`src/rtl/serial_slice_adder_pkg.sv`:
```
// Shared definitions for the serial slice adder: mode/state encodings and the
// one-bit full-adder cell used to build the ripple-carry slice.
package serial_slice_adder_pkg;

  typedef enum logic {
    MODE_ADD = 1'b0,
    MODE_SUB = 1'b1
  } mode_e;

  typedef enum logic [1:0] {
    S_IDLE = 2'd0,
    S_RUN  = 2'd1,
    S_DONE = 2'd2
  } state_e;

  // Returns {carry_out, sum} of a single full-adder cell.
  function automatic logic [1:0] full_add(input logic x, input logic y, input logic c);
    full_add = {(x & y) | (c & (x ^ y)), x ^ y ^ c};
  endfunction

endpackage

```
`src/rtl/serial_slice_adder_rca_slice.sv`:
```
// Purely combinational W-bit ripple-carry slice; also exposes the carry into
// its top bit so the parent can derive signed overflow.
module rca_slice
  import serial_slice_adder_pkg::*;
#(
  parameter int unsigned W = 4
) (
  input  logic [W-1:0] a,
  input  logic [W-1:0] b,
  input  logic         cin,
  output logic [W-1:0] s,
  output logic         cout,
  output logic         c_msb
);

  logic [W:0] c;

  assign c[0] = cin;

  for (genvar i = 0; i < W; i++) begin : g_fa
    assign {c[i+1], s[i]} = full_add(a[i], b[i], c[i]);
  end

  assign cout  = c[W];
  assign c_msb = c[W-1];

endmodule

```
`src/rtl/serial_slice_adder.sv`:
```
// Multi-cycle adder/subtractor: one shared SLICE-bit ripple slice processes the
// operands LSB-first over WIDTH/SLICE cycles behind a start/busy/done handshake.
module serial_slice_adder
  import serial_slice_adder_pkg::*;
#(
  parameter int unsigned WIDTH = 16,
  parameter int unsigned SLICE = 4
) (
  input  logic             clk,
  input  logic             rst_n,
  input  logic             start,
  input  logic             mode,
  input  logic [WIDTH-1:0] a,
  input  logic [WIDTH-1:0] b,
  input  logic             cin,
  output logic             busy,
  output logic             done,
  output logic [WIDTH-1:0] s,
  output logic             cout,
  output logic             ovf
);

  localparam int unsigned N  = WIDTH / SLICE;
  localparam int unsigned KW = $clog2(N) + 1;

  state_e           state_q, state_d;
  logic [WIDTH-1:0] a_q, a_d, b_q, b_d, res_q, res_d, s_q, s_d;
  logic [KW-1:0]    k_q, k_d;
  logic             carry_q, carry_d;
  logic             busy_q, busy_d, done_q, done_d;
  logic             cout_q, cout_d, ovf_q, ovf_d;

  logic [SLICE-1:0] sl_s;
  logic             sl_cout, sl_cmsb;

  rca_slice #(.W(SLICE)) u_slice (
    .a     (a_q[SLICE-1:0]),
    .b     (b_q[SLICE-1:0]),
    .cin   (carry_q),
    .s     (sl_s),
    .cout  (sl_cout),
    .c_msb (sl_cmsb)
  );

  always_comb begin
    state_d = state_q;
    a_d     = a_q;
    b_d     = b_q;
    res_d   = res_q;
    k_d     = k_q;
    carry_d = carry_q;
    busy_d  = busy_q;
    done_d  = 1'b0;
    s_d     = s_q;
    cout_d  = cout_q;
    ovf_d   = ovf_q;

    case (state_q)
      S_IDLE, S_DONE: begin
        busy_d  = 1'b0;
        state_d = S_IDLE;
        if (start) begin
          // Subtract is a + ~b + ~borrow_in.
          a_d     = a;
          b_d     = (mode == MODE_SUB) ? ~b : b;
          carry_d = cin ^ mode;
          res_d   = '0;
          k_d     = '0;
          busy_d  = 1'b1;
          state_d = S_RUN;
        end
      end
      S_RUN: begin
        a_d     = a_q >> SLICE;
        b_d     = b_q >> SLICE;
        res_d   = (res_q >> SLICE) | (WIDTH'(sl_s) << (WIDTH - SLICE));
        carry_d = sl_cout;
        k_d     = k_q + KW'(1);
        if (k_q == KW'(N - 1)) begin
          s_d     = res_d;
          cout_d  = sl_cout;
          ovf_d   = sl_cmsb ^ sl_cout;
          busy_d  = 1'b0;
          done_d  = 1'b1;
          state_d = S_DONE;
        end
      end
      default: begin
        busy_d  = 1'b0;
        state_d = S_IDLE;
      end
    endcase
  end

  always_ff @(posedge clk or negedge rst_n) begin
    if (!rst_n) begin
      state_q <= S_IDLE;
      a_q     <= '0;
      b_q     <= '0;
      res_q   <= '0;
      k_q     <= '0;
      carry_q <= 1'b0;
      busy_q  <= 1'b0;
      done_q  <= 1'b0;
      s_q     <= '0;
      cout_q  <= 1'b0;
      ovf_q   <= 1'b0;
    end else begin
      state_q <= state_d;
      a_q     <= a_d;
      b_q     <= b_d;
      res_q   <= res_d;
      k_q     <= k_d;
      carry_q <= carry_d;
      busy_q  <= busy_d;
      done_q  <= done_d;
      s_q     <= s_d;
      cout_q  <= cout_d;
      ovf_q   <= ovf_d;
    end
  end

  assign busy = busy_q;
  assign done = done_q;
  assign s    = s_q;
  assign cout = cout_q;
  assign ovf  = ovf_q;

endmodule

```
`config.mk`:
```
export PLATFORM = sky130hd
export DESIGN_NAME = serial_slice_adder
export DESIGN_NICKNAME = d
export VERILOG_FILES = /design/src/rtl/serial_slice_adder_pkg.sv /design/src/rtl/serial_slice_adder_rca_slice.sv /design/src/rtl/serial_slice_adder.sv
export SDC_FILE = /design/constraint.sdc
export NUM_CORES = 1
export LEC_CHECK = 0
export ABC_CLOCK_PERIOD_IN_PS = 3370
export CORE_UTILIZATION = 50
export DETAILED_ROUTE_END_ITERATION = 6
export GPL_TIMING_DRIVEN = 0
export PLACE_DENSITY = 0.74
export REMOVE_ABC_BUFFERS = 1
export SLEW_MARGIN = 20
export SYNTH_ARGS = -nofsm -noshare
export SYNTH_HDL_FRONTEND = slang
export SYNTH_SLANG_ARGS = --single-unit
```
`constraint.sdc`:
```
create_clock -name clk -period 3.37 [get_ports clk]
set_clock_uncertainty 0.15 [all_clocks]
set_input_delay 0.674 -clock clk [delete_from_list [all_inputs] [get_ports clk]]
set_output_delay 0.674 -clock clk [all_outputs]
set_load 0.01 [all_outputs]
```
Yosys cells after proc, flatten, opt, wreduce, memory -nomap -nowiden
Index checks and enable logic that the tools add are counted.

Register bits after elaboration: 74. Input port bits: 37. Output and inout bits: 20. Word-level logic and storage cells: 65.

$add $sub $neg: 1. Equality and inequality tests: 5. Muxes and demuxes: 19. Bitwise operators: 24. Reductions and logical operators: 5.

Operator list (count): $pmux 16 s2 (3); $mux 16 (4); $not 16->16 (1); $or 12x16->16 (1); $xor 1x1->1 (10); $and 1x1->1 (8); $mux 1 (6); $pmux 3 s2 (1); $ne 2x2->1 const B (2); $or 1x1->1 (4); $pmux 1 s2 (2); $pmux 2 s2 (1); $reduce_and 2->1 (2); $add 3x1->3 const B (1); $eq 3x2->1 const B (1); $mux 3 (1); $eq 2x1->1 const B (1); $eq 2x2->1 const B (1); $logic_not 2->1 (1); $mux 2 (1); $reduce_bool 2->1 (1); $reduce_or 2->1 (1).

Logic depth before layout (Yosys ltp)
Depth after elaboration: 10. Mapped depth: 10. Mapped depth without buffers: 10.

Hierarchy
From an unflattened synthesis, not the netlist that was laid out.

Cell total of the unflattened synthesis: 239. Area, all modules: 3025.4 um2.

Modules (own cells, without submodules): serial_slice_adder (times used 1, cells each 225, area an instance 2907.8 um2, sequential area each 1751.7 um2); rca_slice (times used 1, cells each 14, area an instance 117.6 um2, sequential area each 0.0 um2).

Worst setup path after synthesis
OpenSTA, ideal clock, no wires.

Kind: register -> register. Start point: reg a_q[0]. End point: reg s_q[15], in the netlist s[15]. Setup time: 0.125 ns. Data arrival time: 2.140 ns. Required time: 3.095 ns. Slack: 0.956 ns. Stages on the path, launching flop included: 10. Buffers on the path: 0. Clock period less this slack: 2.414 ns. Path through: dfrtp_1 > inv_1 > fa_1 > inv_1 > fa_1 > inv_1 > fa_1 > inv_1 > fa_1 > mux2_2.

Longest elaborated chain between the ends: 9. Elaborated cells on any way between the ends: 10. Classes of those cells: bitwise (10).

Ends and longest elaborated chain: start, declared (RTL line serial_slice_adder.sv:27) `logic [WIDTH-1:0] a_q, a_d, b_q, b_d, res_q, res_d, s_q, s_d;`; start signal, assigned (RTL line serial_slice_adder.sv:98) `a_q <= '0;`; start signal, assigned (RTL line serial_slice_adder.sv:110) `a_q <= a_d;`; $xor 1x1->1 (RTL line serial_slice_adder_pkg.sv:18) `full_add = {(x & y) | (c & (x ^ y)), x ^ y ^ c};`; $and 1x1->1 (RTL line serial_slice_adder_pkg.sv:18); $or 1x1->1 (*) (RTL line serial_slice_adder_pkg.sv:18); $and 1x1->1 (*) (RTL line serial_slice_adder_pkg.sv:18); $or 1x1->1 (*) (RTL line serial_slice_adder_pkg.sv:18); $and 1x1->1 (*) (RTL line serial_slice_adder_pkg.sv:18); $or 1x1->1 (*) (RTL line serial_slice_adder_pkg.sv:18); $xor 1x1->1 (*) (RTL line serial_slice_adder_pkg.sv:18); net sl_s[3] (RTL line serial_slice_adder.sv:33) `logic [SLICE-1:0] sl_s;`; $or 12x16->16 (*) (RTL line serial_slice_adder.sv:76) `res_d = (res_q >> SLICE) | (WIDTH'(sl_s) << (WIDTH - SLICE));`; end signal, assigned (RTL line serial_slice_adder.sv:105) `s_q <= '0;`; end signal, assigned (RTL line serial_slice_adder.sv:117) `s_q <= s_d;`; end, declared (RTL line serial_slice_adder.sv:27).

Mark *: on every way through the listed nets, which the timed path passes. The rest lies on a longest branch. A chain may end at the register's enable or synchronous reset.

Worst setup path in the final report
Same ends and word-level chain as after synthesis.

==> impl_metrics.ini <==
[status]
outcome = completed

[route]
drtAntennaViolNets = 0
drt_first_iter_violations = 116
totalWireLength_um = 5560
drc_errors = 0
vias = 2018
wl_per_cell_um = 15.1
viasPerCell = 5.48
drt-pass1-iter-count = 4

[yosys]
yosysTopAreaCell = dfrtp_1
synth_area_leaders = dfrtp_1, mux2_2, a22o_1
yosysTopAreaCellShare = 0.577
ys_warn_count = 0
synthSimpleGateAreaFrac = 0.0733
syn-instance-count = 238
yosysSeqAreaShare = 0.577
synth.distinct_cells = 26
avgSynthCellArea_um2 = 12.8
synthAdderAreaFrac = 0.0346
synth-seq-cells = 70
synth.mux.area_fraction = 0.0556
syn-cell-area_mm2 = 0.00304
yosysMostFrequentCell = dfrtp_1
synth-edff-count = 0
synth-main-ff-cell = dfrtp_1
synthArstFlopShare = 1.00
synth_compound_area_frac = 0.148
synth_top_family_by_area = compound AO/OA/AOI/OAI gates
synth_xor_area_frac = 0.0519
synth_commonest_cells = dfrtp_1, a22o_1, a221o_1, mux2_2

[clock_network]
insertion_delay_ps = 330
cts_made_buffers = 9
cts_tree = built
clock_sinks = 70
htree_num_levels = 3
path_clk_slew_ps = 70
hold_buffers = 0
clk_path_buf_depth = 2
cts_resized = 0
root_buffer = clkbuf_8
post_cts_buffers = 0

[place]
dpl.cell_count = 352
place_congestion = 0.717
port_buffers = 56
detailedPlacementHpwl_um = 3640
place_area_mm2 = 0.00360

[floorplanning]
die_h_um = 79.9
initial_core_util = 0.516
dieArea_mm2 = 0.00639
io_pins = 57
rows = 28
coreArea_mm2 = 0.00589
fp.dieW_um = 79.9

[power]
ir_worst_vdd_mv = 0.418
intPower_w = 0.00225
clkPwrFrac = 0.179
leakage_nw = 1.72
p_comb_frac = 0.407
swShare = 0.346
powerDensity_mw_per_mm2 = 908
seqPwrFrac = 0.414
p_sw_w = 0.00119

[finish]
n_fill_cell = 461
fin_area_mm2 = 0.00378
stdcell_count = 368
ff_latch_area_mm2 = 0.00175
diodes = 0
multi_input_area_mm2 = 0.00111
area_growth_pct = 24.6
fin_nets = 331
drive_gt1_frac = 0.126

[timing]
setup_viol = 0
fin_crit_ps = 2590
hold_ws_ps = 42.6
period_share = 0.768
timing.fmax_mhz = 386
worst_slew_pin_slew_ps = 987
rsz0062_at_grt = no
hold_violations = 0
max_slew_margin = 0.342
slew_viol_final = 0

[global_routing]
antenna_found_initial = 0
grt_pass1_wl_um = 9230
grt_max_degree = 58
grt_usage = 0.193
grt_pass1_vias = 1941
grt-ovfl-total = 0

[worst_setup_path]
max_stage_delay_ps = 440
crit_family = adder cells
crit_path_end_kind = flip-flop
critPathMaxFanout = 2
cp.required_ps = 3440
r2r_slack_ps = 780
critPathKind = reg2reg
slowest_stage = fa_1
cp.arrival_ps = 2650
crit_path_start_kind = flip-flop
path_cells = inv_1 > fa_1 > inv_1 > fa_1 > inv_1 > fa_1 > inv_1 > fa_1 > mux2_2
path_buf_inv = 4

[job]
maxCapViolCount = 0

[min_path]
hold_class = in2async
stage by stage:
step | TNS [ps] | power, W | setup slack, ps | util
2_1_floorplan | 0 | 0.00228 | 913 | -
3_3_place_gp | -62170 | 0.00275 | -804 | 0.604
3_5_place_dp | 0 | 0.00284 | 740 | 0.611
4_1_cts | 0 | 0.00347 | 765 | 0.643
5_1_grt | 0 | 0.00368 | 691 | 0.643
6_report | 0 | 0.00344 | 781 | 0.643
per-layer routing:
layer,vias to the layer above,share of wire,routed length (um),global-route usage
met5,-,0,0,0
met4,0,0.0079,44,0.0643
met3,4,0.042,236,0.0480
met2,53,0.50,2780,0.309
met1,1007,0.45,2500,0.255
li1,954,-,-,-
cell usage in the layout (no fill, tap or decap), types with 11 or more instances in the layout:
cell             netlist  final
nor2_1                13     13
a221o_1               15     15
nand2_1               13     13
nand3_1               11     11
xnor2_1               13     13
inv_1                 12     12
a22o_1                19     19
clkdlybuf4s50_1        0     55
mux2_2                15     15
clkbuf_8               0     12
dfrtp_1               70     70
flip-flops by register name, indices dropped and copies added, names as in the netlist:
signal / count
cout: 1
state_q: 2
done: 1
k_q: 3
ovf: 1
a_q: 16
s: 16
b_q: 16
res_q: 12
carry_q: 1
busy: 1
path summary, 6_finish.rpt:
path	from	to	cells after the start
setup / recovery	a_q[0]$_DFFE_PN0P_	s[15]$_DFFE_PN0P_	9
hold / removal	rst_n	busy$_DFFE_PN0P_	1
setup reg to reg	a_q[0]$_DFFE_PN0P_	s[15]$_DFFE_PN0P_	9
hold reg to reg	s[14]$_DFFE_PN0P_	s[14]$_DFFE_PN0P_	2
max in group asynchronous	rst_n	res_q[9]$_DFFE_PN0P_	2
min in group clk	s[14]$_DFFE_PN0P_	s[14]$_DFFE_PN0P_	2
power groups by stage:
stage | Clock, W | Sequential [W] | Combinational (W)
finish | 0.000614 | 0.00142 | 0.00140
global route | 0.000671 | 0.00146 | 0.00154
global placement | 0 | 0.00142 | 0.00134
detailed placement | 0 | 0.00144 | 0.00141
floorplan | 0 | 0.00143 | 0.000848
CTS | 0.000626 | 0.00142 | 0.00142
final cells by class:
type	count	area share
Sequential cell	70	0.463
Multi-Input combinational cell	137	0.293
Timing Repair Buffer	58	0.159
Clock buffer	13	0.0446
Tap cell	75	0.0248
Inverter	12	0.0119
Clock inverter	3	0.00463
kinds of logic (layout without fill, tap and decap cells):
logic type	after synthesis	count (layout)
AOI/OAI and AO/OA	53	53
xor gates and xnor gates	18	18
adders and majority gates	6	6
buffers and inverters	31	86
DFF	70	70
muxes	15	15
and+or+nand+nor	45	45
No activity file was read; power rests on OpenSTA's default activity.
